--- src/rtl/dispense_scheduler.sv ---
// dispense_scheduler: time-of-day matched, per-channel dose pulse engine with ack/timeout alarm.
module dispense_scheduler #(
    parameter int unsigned CHANNELS   = 2,
    parameter int unsigned SLOTS      = 3,
    parameter int unsigned DOSE_W     = 3,
    parameter int unsigned PULSE_HIGH = 4,
    parameter int unsigned PULSE_LOW  = 4,
    parameter int unsigned ALARM_SECS = 60,
    localparam int unsigned SLOT_W    = (SLOTS > 1) ? $clog2(SLOTS) : 1,
    localparam int unsigned CH_W      = (CHANNELS > 1) ? $clog2(CHANNELS) : 1
) (
    input  logic                CLOCK_50,
    input  logic                reset,
    input  logic                second_tick,
    input  logic [4:0]          hours,
    input  logic [5:0]          minutes,
    input  logic [5:0]          seconds,
    input  logic                cfg_slot_we,
    input  logic                cfg_dose_we,
    input  logic [SLOT_W-1:0]   cfg_slot,
    input  logic [CH_W-1:0]     cfg_ch,
    input  logic [4:0]          cfg_hours,
    input  logic [5:0]          cfg_minutes,
    input  logic                cfg_enable,
    input  logic [DOSE_W-1:0]   cfg_dose,
    input  logic                ack,
    output logic [CHANNELS-1:0] dispense,
    output logic [SLOT_W-1:0]   active_slot,
    output logic                busy,
    output logic                alarm,
    output logic                overrun,
    output logic [7:0]          missed_count
);
    localparam int unsigned PULSE_MAX = (PULSE_HIGH > PULSE_LOW) ? PULSE_HIGH : PULSE_LOW;
    localparam int unsigned CNT_W     = (PULSE_MAX > 1) ? $clog2(PULSE_MAX) : 1;
    localparam int unsigned SEC_W     = (ALARM_SECS > 1) ? $clog2(ALARM_SECS) : 1;

    typedef enum logic [1:0] {IDLE, DISPENSE, ALARM} state_t;

    state_t              state;
    logic                slot_en      [SLOTS];
    logic [4:0]          slot_hours   [SLOTS];
    logic [5:0]          slot_minutes [SLOTS];
    logic [DOSE_W-1:0]   dose         [SLOTS][CHANNELS];

    logic                sample_valid;
    logic [4:0]          hours_q;
    logic [5:0]          minutes_q;
    logic                match_valid;
    logic [SLOT_W-1:0]   match_slot;
    logic                pending;
    logic [SLOT_W-1:0]   pending_slot;
    logic [CH_W-1:0]     ch;
    logic [DOSE_W-1:0]   pulses_left;
    logic                high_phase;
    logic                zero_ch;
    logic [CNT_W-1:0]    cnt;
    logic [SEC_W-1:0]    sec_cnt;
    logic [CHANNELS-1:0] dispense_q;

    logic                hit;
    logic [SLOT_W-1:0]   hit_slot;
    logic                launch;
    logic [SLOT_W-1:0]   launch_slot;
    logic [SLOT_W-1:0]   dose_slot;
    logic [CH_W-1:0]     next_ch;
    logic [DOSE_W-1:0]   start_dose;
    logic [CHANNELS-1:0] start_mask;
    logic [CHANNELS-1:0] cur_mask;
    logic                ch_done;
    logic                last_ch;
    logic                slot_ok;
    logic                ch_ok;

    // Actuators drop the moment reset is raised rather than waiting for the edge.
    assign dispense = dispense_q & {CHANNELS{~reset}};

    // Lowest-index enabled slot equal to the sampled time; hours past 23 never match.
    always_comb begin
        hit      = 1'b0;
        hit_slot = '0;
        for (int s = int'(SLOTS) - 1; s >= 0; s--) begin
            if (slot_en[s] && (slot_hours[s] <= 5'd23) &&
                (slot_hours[s] == hours_q) && (slot_minutes[s] == minutes_q)) begin
                hit      = 1'b1;
                hit_slot = SLOT_W'(s);
            end
        end
    end

    // Launch selection, channel sequencing and config range checks.
    always_comb begin
        launch      = (state == IDLE) && (pending || match_valid);
        launch_slot = pending ? pending_slot : match_slot;
        next_ch     = (state == IDLE) ? '0 : ch + CH_W'(1);
        dose_slot   = (state == IDLE) ? launch_slot : active_slot;
        start_dose  = dose[dose_slot][next_ch];
        start_mask  = CHANNELS'(1) << next_ch;
        cur_mask    = CHANNELS'(1) << ch;
        ch_done     = zero_ch || (!high_phase && (cnt == '0) && (pulses_left == DOSE_W'(1)));
        last_ch     = (ch == CH_W'(CHANNELS - 1));
        slot_ok     = ({1'b0, cfg_slot} < (SLOT_W + 1)'(SLOTS));
        ch_ok       = ({1'b0, cfg_ch} < (CH_W + 1)'(CHANNELS));
    end

    // Table, match pipeline, queueing and the IDLE/DISPENSE/ALARM sequencer.
    always_ff @(posedge CLOCK_50) begin
        if (reset) begin
            for (int s = 0; s < int'(SLOTS); s++) begin
                slot_en[s]      <= 1'b0;
                slot_hours[s]   <= '0;
                slot_minutes[s] <= '0;
                for (int c = 0; c < int'(CHANNELS); c++) dose[s][c] <= '0;
            end
            state        <= IDLE;
            sample_valid <= 1'b0;
            hours_q      <= '0;
            minutes_q    <= '0;
            match_valid  <= 1'b0;
            match_slot   <= '0;
            pending      <= 1'b0;
            pending_slot <= '0;
            ch           <= '0;
            pulses_left  <= '0;
            high_phase   <= 1'b0;
            zero_ch      <= 1'b0;
            cnt          <= '0;
            sec_cnt      <= '0;
            dispense_q   <= '0;
            active_slot  <= '0;
            busy         <= 1'b0;
            alarm        <= 1'b0;
            overrun      <= 1'b0;
            missed_count <= '0;
        end else begin
            sample_valid <= second_tick && (seconds == 6'd0);
            hours_q      <= hours;
            minutes_q    <= minutes;
            match_valid  <= sample_valid && hit;
            match_slot   <= hit_slot;

            if ((state == IDLE) && cfg_slot_we && slot_ok) begin
                slot_en[cfg_slot]      <= cfg_enable;
                slot_hours[cfg_slot]   <= cfg_hours;
                slot_minutes[cfg_slot] <= cfg_minutes;
            end
            if ((state == IDLE) && cfg_dose_we && slot_ok && ch_ok)
                dose[cfg_slot][cfg_ch] <= cfg_dose;

            case (state)
                IDLE: begin
                    if (launch) begin
                        state       <= DISPENSE;
                        busy        <= 1'b1;
                        active_slot <= launch_slot;
                        ch          <= '0;
                        zero_ch     <= (start_dose == '0);
                        pulses_left <= start_dose;
                        high_phase  <= 1'b1;
                        cnt         <= CNT_W'(PULSE_HIGH - 1);
                        dispense_q  <= (start_dose == '0) ? '0 : start_mask;
                        // A match landing on a pending launch queues behind it.
                        pending     <= pending && match_valid;
                        if (pending && match_valid) pending_slot <= match_slot;
                    end
                end
                DISPENSE: begin
                    if (ch_done) begin
                        if (last_ch) begin
                            state      <= ALARM;
                            alarm      <= 1'b1;
                            sec_cnt    <= '0;
                            dispense_q <= '0;
                        end else begin
                            ch          <= next_ch;
                            zero_ch     <= (start_dose == '0);
                            pulses_left <= start_dose;
                            high_phase  <= 1'b1;
                            cnt         <= CNT_W'(PULSE_HIGH - 1);
                            dispense_q  <= (start_dose == '0) ? '0 : start_mask;
                        end
                    end else if (high_phase) begin
                        if (cnt == '0) begin
                            high_phase <= 1'b0;
                            cnt        <= CNT_W'(PULSE_LOW - 1);
                            dispense_q <= '0;
                        end else begin
                            cnt <= cnt - CNT_W'(1);
                        end
                    end else begin
                        if (cnt == '0) begin
                            pulses_left <= pulses_left - DOSE_W'(1);
                            high_phase  <= 1'b1;
                            cnt         <= CNT_W'(PULSE_HIGH - 1);
                            dispense_q  <= cur_mask;
                        end else begin
                            cnt <= cnt - CNT_W'(1);
                        end
                    end
                end
                ALARM: begin
                    if (ack) begin
                        state <= IDLE;
                        alarm <= 1'b0;
                        busy  <= 1'b0;
                    end else if (second_tick) begin
                        if (sec_cnt == SEC_W'(ALARM_SECS - 1)) begin
                            state <= IDLE;
                            alarm <= 1'b0;
                            busy  <= 1'b0;
                            if (missed_count != 8'hFF) missed_count <= missed_count + 8'd1;
                        end else begin
                            sec_cnt <= sec_cnt + SEC_W'(1);
                        end
                    end
                end
                default: begin
                    state      <= IDLE;
                    busy       <= 1'b0;
                    alarm      <= 1'b0;
                    dispense_q <= '0;
                end
            endcase

            // Matches while occupied: hold one, drop any further ones.
            if ((state != IDLE) && match_valid) begin
                if (!pending) begin
                    pending      <= 1'b1;
                    pending_slot <= match_slot;
                end else begin
                    overrun <= 1'b1;
                end
            end
        end
    end
endmodule

--- config.mk ---
export PLATFORM = sky130hd
export DESIGN_NAME = dispense_scheduler
export DESIGN_NICKNAME = d
export VERILOG_FILES = /design/src/rtl/dispense_scheduler.sv
export SDC_FILE = /design/constraint.sdc
export NUM_CORES = 1
export LEC_CHECK = 0
export BUFFER_PORTS_ARGS = -buffer_cell sky130_fd_sc_hd__buf_4
export CAP_MARGIN = 10
export CORE_ASPECT_RATIO = 0.75
export CORE_MARGIN = 5
export CORE_UTILIZATION = 50
export DETAILED_ROUTE_END_ITERATION = 10
export GPL_TIMING_DRIVEN = 0
export PLACE_DENSITY_LB_ADDON = 0.25
export SYNTH_ARGS = -nofsm -noshare
export SYNTH_HDL_FRONTEND = slang
export SYNTH_SLANG_ARGS = --single-unit
--- constraint.sdc ---
create_clock -name CLOCK_50 -period 2.87 [get_ports CLOCK_50]
set_input_delay 0.287 -clock CLOCK_50 [delete_from_list [all_inputs] [get_ports CLOCK_50]]
set_output_delay 0.287 -clock CLOCK_50 [all_outputs]
set_load 0.01 [all_outputs]
# Word-level counts from Yosys, hierarchy flattened
# Memory sizes are Yosys's and may differ from the RTL's.
# Index checks and enable logic that the tools add are counted.
[totals]
regBits = 49
latchBits = 0
mem_bits_rw = 54
romBits = 0
input_bits = 41
out_inout_bits = 15
wordCells = 215
memories = 4
[memory_table]
columns = ["name", "depth", "width", "read_ports", "rd_clocked_by_memory_dff", "write_ports", "line_no", "source"]
rows = [
  ["dose", 3, 6, 1, 0, 3, "44", "logic [DOSE_W-1:0] dose [SLOTS][CHANNELS];"],
  ["slot_minutes", 3, 6, 3, 0, 3, "43", "logic [5:0] slot_minutes [SLOTS];"],
  ["slot_hours", 3, 5, 3, 0, 3, "42", "logic [4:0] slot_hours [SLOTS];"],
  ["slot_en", 3, 1, 3, 0, 3, "41", "logic slot_en [SLOTS];"],
]
[classes]
add_sub_neg = 5
n_mul = 0
n_div = 0
order_cmp = 7
n_eq_ne = 23
n_shift = 2
muxes = 96
bitwise = 8
reduce_logical = 49
[ops]
columns = ["cell", "count"]
rows = [
  ["$mux W2", 29],
  ["$mux W6", 9],
  ["$mux W1", 37],
  ["$mux W3", 9],
  ["$logic_and A1 B1 Y1", 21],
  ["$reduce_and A5 Y1", 4],
  ["$eq A6 B6 Y1", 3],
  ["$eq A5 B5 Y1", 3],
  ["$le A5 B5 Y1 const B", 3],
  ["$ne A3 B3 Y1 const B", 5],
  ["$ne A2 B2 Y1 const B", 7],
  ["$pmux W2 S3", 2],
  ["$pmux W6 S2", 1],
  ["$reduce_or A6 Y1", 2],
  ["$reduce_and A3 Y1", 3],
  ["$add A8 B1 Y8 const B", 1],
  ["$ne A8 B8 Y1 const B", 1],
  ["$reduce_and A4 Y1", 2],
  ["$add A6 B1 Y6 const B", 1],
  ["$eq A6 B6 Y1 const B", 1],
  ["$logic_not A6 Y1", 1],
  ["$pmux W1 S2", 3],
  ["$pmux W1 S3", 2],
  ["$pmux W3 S2", 1],
  ["27 further kinds", 39],
]

# Depth between registers and ports, before layout
# Gate-level depths: netlist (run 1).
[logic_depth]
depth_word = 11
mapped_depth = 10
mapped_depth_nobuf = 9

# Worst setup path before layout (run 1)
# Ideal clock, no wire load.
[synth_timing]
path_type = "flip-flop to flip-flop"
start = "register cnt[0]"
end = "register pulses_left[2]"
setup_ns = 0.070
arrival_time_ns = 2.134
t_required_ns = 2.800
path_slack_ns = 0.666
path_stages_with_launch = 11
n_path_buf = 1
path_cell_list = "dfxtp_1 inv_1 ha_1 ha_1 and3b_1 or2_1 clkbuf_1 o21ai_1 a21o_1 or4_1 a21oi_1"
[synth_via]
elab_chain_len = 6
[synth_rtl]
columns = ["element", "line_no", "source"]
rows = [
  ["start, declared", "57", "logic [CNT_W-1:0] cnt;"],
  ["start signal, assigned", "160", "cnt <= CNT_W'(PULSE_HIGH - 1);"],
  ["start signal, assigned", "179", "cnt <= CNT_W'(PULSE_HIGH - 1);"],
  ["start signal, assigned", "185", "cnt <= CNT_W'(PULSE_LOW - 1);"],
  ["$logic_not A2 Y1 (*)", "100, 191", ""],
  ["$logic_and A1 B1 Y1 (2 in a row)", "100", "ch_done = zero_ch || (!high_phase && (cnt == '0) && (pulses_left == DOSE_W'(1)));"],
  ["$logic_or A1 B1 Y1", "100", ""],
  ["$ne A3 B3 Y1 (no source line) or $mux W3 (tied branches)", "--", ""],
  ["$reduce_and A5 Y1 (no source line) or $pmux W3 S2 (tied branches)", "--", ""],
  ["end signal, assigned", "158", "pulses_left <= start_dose;"],
  ["end signal, assigned", "177", "pulses_left <= start_dose;"],
  ["end signal, assigned", "192", "pulses_left <= pulses_left - DOSE_W'(1);"],
  ["end, declared", "54", "logic [DOSE_W-1:0] pulses_left;"],
]
# Mark *: on every way between the ends. The rest lies on a longest branch, timed or not.
# A chain may end at the register's enable or synchronous reset.

# Worst setup path in the final report (run 1)
[layout_timing]
start = "register cnt[0]"
end = "register sec_cnt[5]"
[layout_via]
elab_chain_len = 6
[layout_rtl]
columns = ["element", "line_no", "source"]
rows = [
  ["$logic_not A2 Y1", "100", ""],
  ["$logic_and A1 B1 Y1 (2 in a row)", "100", ""],
  ["$logic_or A1 B1 Y1", "100", ""],
  ["$ne A2 B2 Y1 (no source line)", "--", ""],
  ["$reduce_and A6 Y1 (no source line)", "--", ""],
  ["end signal, assigned", "213", "sec_cnt <= sec_cnt + SEC_W'(1);"],
  ["end, declared", "58", "logic [SEC_W-1:0] sec_cnt;"],
]
# No other way between the ends.

==> impl_metrics.toml, run 1 <==
[drt]
drcViolationCount = 0
ant_nets = 0
drt_iter0_markers = 277
wire_per_inst_um = 15.73
wirelength_um = 11000
first_pass_iters = 5
viasPerCell = 5.412
via_count = 3783

[worst_setup_path]
r2r_slack_ns = 0.35
rr_worst_depth = 9
reg2reg_from = "cnt[0]"
cp.arrival_ns = 2.76
crit_path_max_incr_delay_ns = 0.70
crit_slowest_cell = "nor3_1"
crit_start = "cnt[0]"
cp_top_family = "simple AND/OR/NAND/NOR gates"
path_class = "reg2reg"
start_kind = "flop"
crit_required_ns = 3.10
critPathMaxFanout = 7
crit_buf_inv = 1
timing.rr.end = "sec_cnt[5]"
endpoint_kind = "flop"
crit_chain = "inv_1 -> ha_1 -> ha_1 -> and3b_1 -> nor3_1 -> a21oi_1 -> nand4_1 -> xor2_1 -> nor2_1"
crit_path_frequent_cell = "ha_1"

[yosys]
yosysSeqAreaShare = 0.5303
yosys-top-cells-count = "edfxtp_1 (60), and2_1 (55), dfxtp_1 (49), nor2_1 (48), xor2_1 (24)"
netlist_top_cells_area = "edfxtp_1 (34%), dfxtp_1 (19%), and2_1 (6.6%)"
syn_area_per_cell_um2 = 10.73
yosysUniqueCellTypes = 60
synth.most_common_cell = "edfxtp_1"
ys_seq_elements = 109
yosysWarnings = 0
synthCells = 489
synth_top_area_share = 0.3433
synth_area_leader_cell = "edfxtp_1"
synth_edf_count = 60
ys.flop_type = "edfxtp_1"
netlist_area_um2 = 5248
postSynth.asyncResetShare = 0

[min_path]
min-delay-start = "minutes[1]"
hp-class = "in2reg"
min_path_cells = 2
min_delay_worst_endpoint = "minutes_q[1]"

[sta]
max_slew_margin = 0.4293
fin_crit_sh = 0.8796
rsz0062_at_grt = "false"
setup_viol = 0
fmax_ghz = 0.3961
layout_min_cycle_time_ns = 2.525
worstMarginPinSlew_ns = 0.8496
worst_clock_skew_ns = 0.008703
maxSlewViolCount = 0
hold_viol = 0
finalSetupTns_ns = 0

[cts]
cts_buffers = 9
cts_buffer_depth = 2
cts_tree = "done"
cts_sinks = 109
root_buffer = "clkbuf_16"
cts.clk_slew.worst_paths_ns = 0.07
postCtsHoldBufs = 0
cts_resized = 0
clkLatencyLatePin_ns = 0.35
htree_levels = 3
post_cts_buffers = 0

[finish]
post-route-util = 0.5936
nets = 605
final_cells = 699
synthToLayoutAreaGrowth_pct = 16.40
drive_gt1_frac = 0.1563
n_antenna_cell = 0
fillers = 881

[global_routing]
grt_pass1_wl_um = 18010
grt.total_usage = 0.1804
grt_max_degree = 19
grt_overflow_total = 0
grt_pass1_vias = 3656
antenna_found_initial = 0

[floorplanning]
start_util = 0.5100
core.rowCount = 32
die_h_um = 98.72
ioPinCount = 56
dieArea_um2 = 12670
design.core.area_um2 = 10290
die_w_um = 128.3

[run]
cap_violations = 0

[outcome]
status = "finished, final reports clean"

[placement]
io_buffer_count = 53
dp_hpwl_um = 8376
place_congestion = 0.8833
dp.cells = 683

[power_and_ir_drop]
ir_worst_vdd_v = 0.0003469
p_per_area_nw_per_um2 = 504.4
p_leak_nw = 2.392
-- report_power, final --
group,internal (mW),switching [mW]
clock,0.591,0.567
sequential,1.70,0.0345
combinational,0.0920,0.0988
-- layout make-up --
| class | count | area [µm²] | area share |
|---|---|---|---|
| flip-flops and latches | 109 | 2783 | 0.4556 |
| multi-input cells | 355 | 2347 | 0.3843 |
| repair buffers | 53 | 397.9 | 0.06514 |
| clock buffers | 9 | 225.2 | 0.03687 |
| well taps | 136 | 170.2 | 0.02786 |
| plain buffers | 22 | 106.4 | 0.01741 |
| clock inverters | 7 | 48.80 | 0.007989 |
| inverters | 8 | 30.03 | 0.004916 |
-- layer usage --
metal / global-route usage / up-vias / routed length [µm]
li1: - / 1870 / -
met1: 0.2676 / 1803 / 5379
met2: 0.2713 / 99 / 4837
met3: 0.04063 / 11 / 686
met4: 0.03752 / 0 / 94
met5: 0 / - / 0
-- cell usage in the layout (no fill, tap or decap), types with 9 or more instances in the layout --
master and n:
nor2b_1 17, clkbuf_16 9, mux2i_1 18, xor2_1 24
a21oi_1 13, edfxtp_1 60, clkbuf_1 16, and2_1 55
buf_4 55, nor3_1 16, dfxtp_1 49, nor2_1 48
nand2_1 22, xnor2_1 19, nand4_1 11
-- stage by stage --
stage                     hold WS [ns]  cell area, µm²  power, mW  worst slack, ns
after floorplan                 0.4152            5266      1.864           0.6660
after global placement          0.4497            5834      1.952           0.3904
after detailed placement        0.4443            5834      1.960           0.3836
after CTS                       0.1382            6108      3.102           0.3669
after global routing            0.1454            6108      3.185           0.1772
final                           0.1473            6108      3.081           0.3454
-- logic make-up (layout without fill, tap and decap cells) --
family | after synthesis | after routing | synth area share
buffers and inverters | 30 | 99 | 0.02599
DFF | 109 | 109 | 0.5303
and+or+nand+nor | 219 | 219 | 0.2296
xor gates and xnor gates | 43 | 43 | 0.07177
muxes | 25 | 25 | 0.05484
adders and majority gates | 6 | 6 | 0.01431
other | 1 | 6 | 0.0007146
AOI/OAI and AO/OA | 56 | 56 | 0.07249
-- state kept, by name, summed over array words and instances, names as in the netlist, 2 cells and up --
register      cells
dose             24
slot_minutes     18
slot_hours       15
missed_count      8
minutes_q         6
sec_cnt           6
hours_q           5
pulses_left       3
slot_en           3
active_slot       2
cnt               2
dispense_q        2
match_slot        2
pending_slot      2
state             2
-- worst register-to-register path: cells and delay by family, from the launching register on --
kind / cells / cell delay [ns]
buffers and inverters: 1 / 0.05
DFF: 1 / 0.35
AOI/OAI and AO/OA: 1 / 0.28
adders and majority gates: 2 / 0.43
and+or+nand+nor: 4 / 1.14
xor gates and xnor gates: 1 / 0.16
-- worst max-delay path by stage --
stage	end	cells past startpoint
floorplan	pulses_left[2]	10
global placement	sec_cnt[4]	9
detailed placement	sec_cnt[5]	9
CTS	sec_cnt[5]	9
global route	pulses_left[2]	10
finish	sec_cnt[5]	9
Note: power is estimated with default switching activity, not from simulation.
==> inputs of run 2 (changes only) <==
--- a/config.mk
+++ b/config.mk
@@ -12,7 +12,7 @@
 export CORE_UTILIZATION = 50
 export DETAILED_ROUTE_END_ITERATION = 10
 export GPL_TIMING_DRIVEN = 0
-export PLACE_DENSITY_LB_ADDON = 0.25
+export PLACE_DENSITY = 0.7
 export SYNTH_ARGS = -nofsm -noshare
 export SYNTH_HDL_FRONTEND = slang
 export SYNTH_SLANG_ARGS = --single-unit
==> run 2 against run 1 <==
Effect of this change: clock skew decreased by 0.0023 ns; critical endpoint unchanged; fmax decreased by 2.4%; sequential share of layout area decreased by 0.065 points; total power increased by 0.65%; combinational power about the same; non-clock buffer count unchanged; hold slack got worse by 0.0010 ns; first-iteration DRC count increased by 9.7%.
==> impl_metrics.toml, run 2 (same netlist as run 1, synthesis figures left out) <==
[outcome]
status = "finished, final reports clean"

[sta]
setup_viol = 0
maxSlewViolCount = 0
worstMarginPinSlew_ns = 0.8672
fin_ws_ns = 0.2824
fin_crit_sh = 0.9016
finalSetupTns_ns = 0
rsz0062_at_grt = "false"
worst_clock_skew_ns = 0.006367
hold_viol = 0
fmax_ghz = 0.3865
max_slew_margin = 0.4174
layout_min_cycle_time_ns = 2.588

[cts]
cts_resized = 0
cts_buffer_depth = 2
cts_tree = "done"
postCtsHoldBufs = 0
post_cts_buffers = 0
root_buffer = "clkbuf_16"
clkLatencyLatePin_ns = 0.35
htree_levels = 3
cts_sinks = 109
cts_buffers = 9
cts.clk_slew.worst_paths_ns = 0.07

[finish]
drive_gt1_frac = 0.1545
nets = 605
largest_reg_flops = 24
final_cells = 699
layout_common_cells = "edfxtp_1 (60), and2_1 (55), buf_4 (55)"
synthToLayoutAreaGrowth_pct = 16.57
n_antenna_cell = 0
final_common_cell = "edfxtp_1"
post-route-util = 0.5945
top_regs = "dose (24), slot_minutes (18), slot_hours (15)"
top_register = "dose"

[min_path]
hp-class = "in2reg"
min_path_cells = 2

[worst_setup_path]
crit_required_ns = 3.11
critPathMaxFanout = 7
path_class = "reg2reg"
start_kind = "flop"
cp.arrival_ns = 2.83
endpoint_kind = "flop"
rr_worst_depth = 9

[global_routing]
grt_pass1_wl_um = 18920
grt_max_degree = 20
grt_overflow_total = 0
antenna_found_initial = 0
grt_pass1_vias = 3789
grt.total_usage = 0.1896

[drt]
drt_iter0_markers = 304
drcViolationCount = 0
viasPerCell = 5.376
first_pass_iters = 4
via_count = 3758
wire_per_inst_um = 16.20
wirelength_um = 11320
ant_nets = 0

[power_and_ir_drop]
p_leak_nw = 2.396
power_frac_seq = 0.558
finalPower_mw = 3.101
sw_frac_of_total = 0.2276
ir_worst_vdd_v = 0.0003527
p_clk_frac = 0.380
p_int_mw = 2.395
p_per_area_nw_per_um2 = 507.0
p_switching_mw = 0.7059
combPwrFrac = 0.062

[run]
cap_violations = 0

[placement]
dp_hpwl_um = 8518
place_congestion = 0.8998
dp.cells = 683
io_buffer_count = 53
place_ws_ns = 0.3036

[floorplanning]
die_h_um = 98.72
dieArea_um2 = 12670
start_util = 0.5100
die_w_um = 128.3
design.core.area_um2 = 10290
core.rowCount = 32
ioPinCount = 56
-- run 2: cell count changes in the layout (fill, tap and decap cells not counted), sizes merged --
cell / delta
clkinvlp: -1
clkinv: -2
inv: +2
clkbuf: +1
-- run 2: metrics by stage --
stage | hold slack (ns) | instance area (µm²)
floorplan | 0.4152 | 5266
global placement | 0.4463 | 5834
detailed placement | 0.4455 | 5834
CTS | 0.1363 | 6117
global route | 0.1518 | 6117
finish | 0.1463 | 6117
-- run 2: final cells by class --
cell class              count  area [µm²]
clock inverters             6       53.80
multi-input cells         355        2347
repair buffers             53       397.9
flip-flops and latches    109        2783
clock buffers              10       229.0
well taps                 136       170.2
inverters                   8       30.03
plain buffers              22       106.4
fillers                   862        4173
-- run 2: worst max-delay path, stage by stage (launching register included) --
cell	delay [ns]
dfxtp_1	0.36
inv_1	0.05
ha_1	0.23
ha_1	0.19
and3b_1	0.20
nor3_1	0.71
a21oi_1	0.30
nand4_1	0.22
xor2_1	0.17
nor2_1	0.05
-- run 2: per-layer routing --
metal | wire [µm] | GRT usage | share of wire | vias up
met5 | 0 | 0 | 0 | -
met4 | 101 | 0.04568 | 0.0089 | 0
met3 | 753 | 0.04063 | 0.067 | 9
met2 | 5153 | 0.2865 | 0.46 | 99
met1 | 5313 | 0.2788 | 0.47 | 1782
li1 | - | - | - | 1868
-- run 2: worst paths after layout --
kind | start | end | slack, ns
setup reg to reg | cnt[0] | sec_cnt[5] | 0.28
hold reg to reg | sample_valid | match_valid | 0.47
setup / recovery | cnt[0] | sec_cnt[5] | 0.28
hold / removal | minutes[4] | minutes_q[4] | 0.15
-- run 2: power by group through the flow --
stage / Sequential [mW] / Combinational (mW) / Clock [mW]
2_1_floorplan: 1.76 / 0.109 / 0
3_3_place_gp: 1.76 / 0.189 / 0
3_5_place_dp: 1.77 / 0.193 / 0
4_1_cts: 1.73 / 0.194 / 1.21
5_1_grt: 1.74 / 0.214 / 1.28
6_report: 1.73 / 0.192 / 1.18
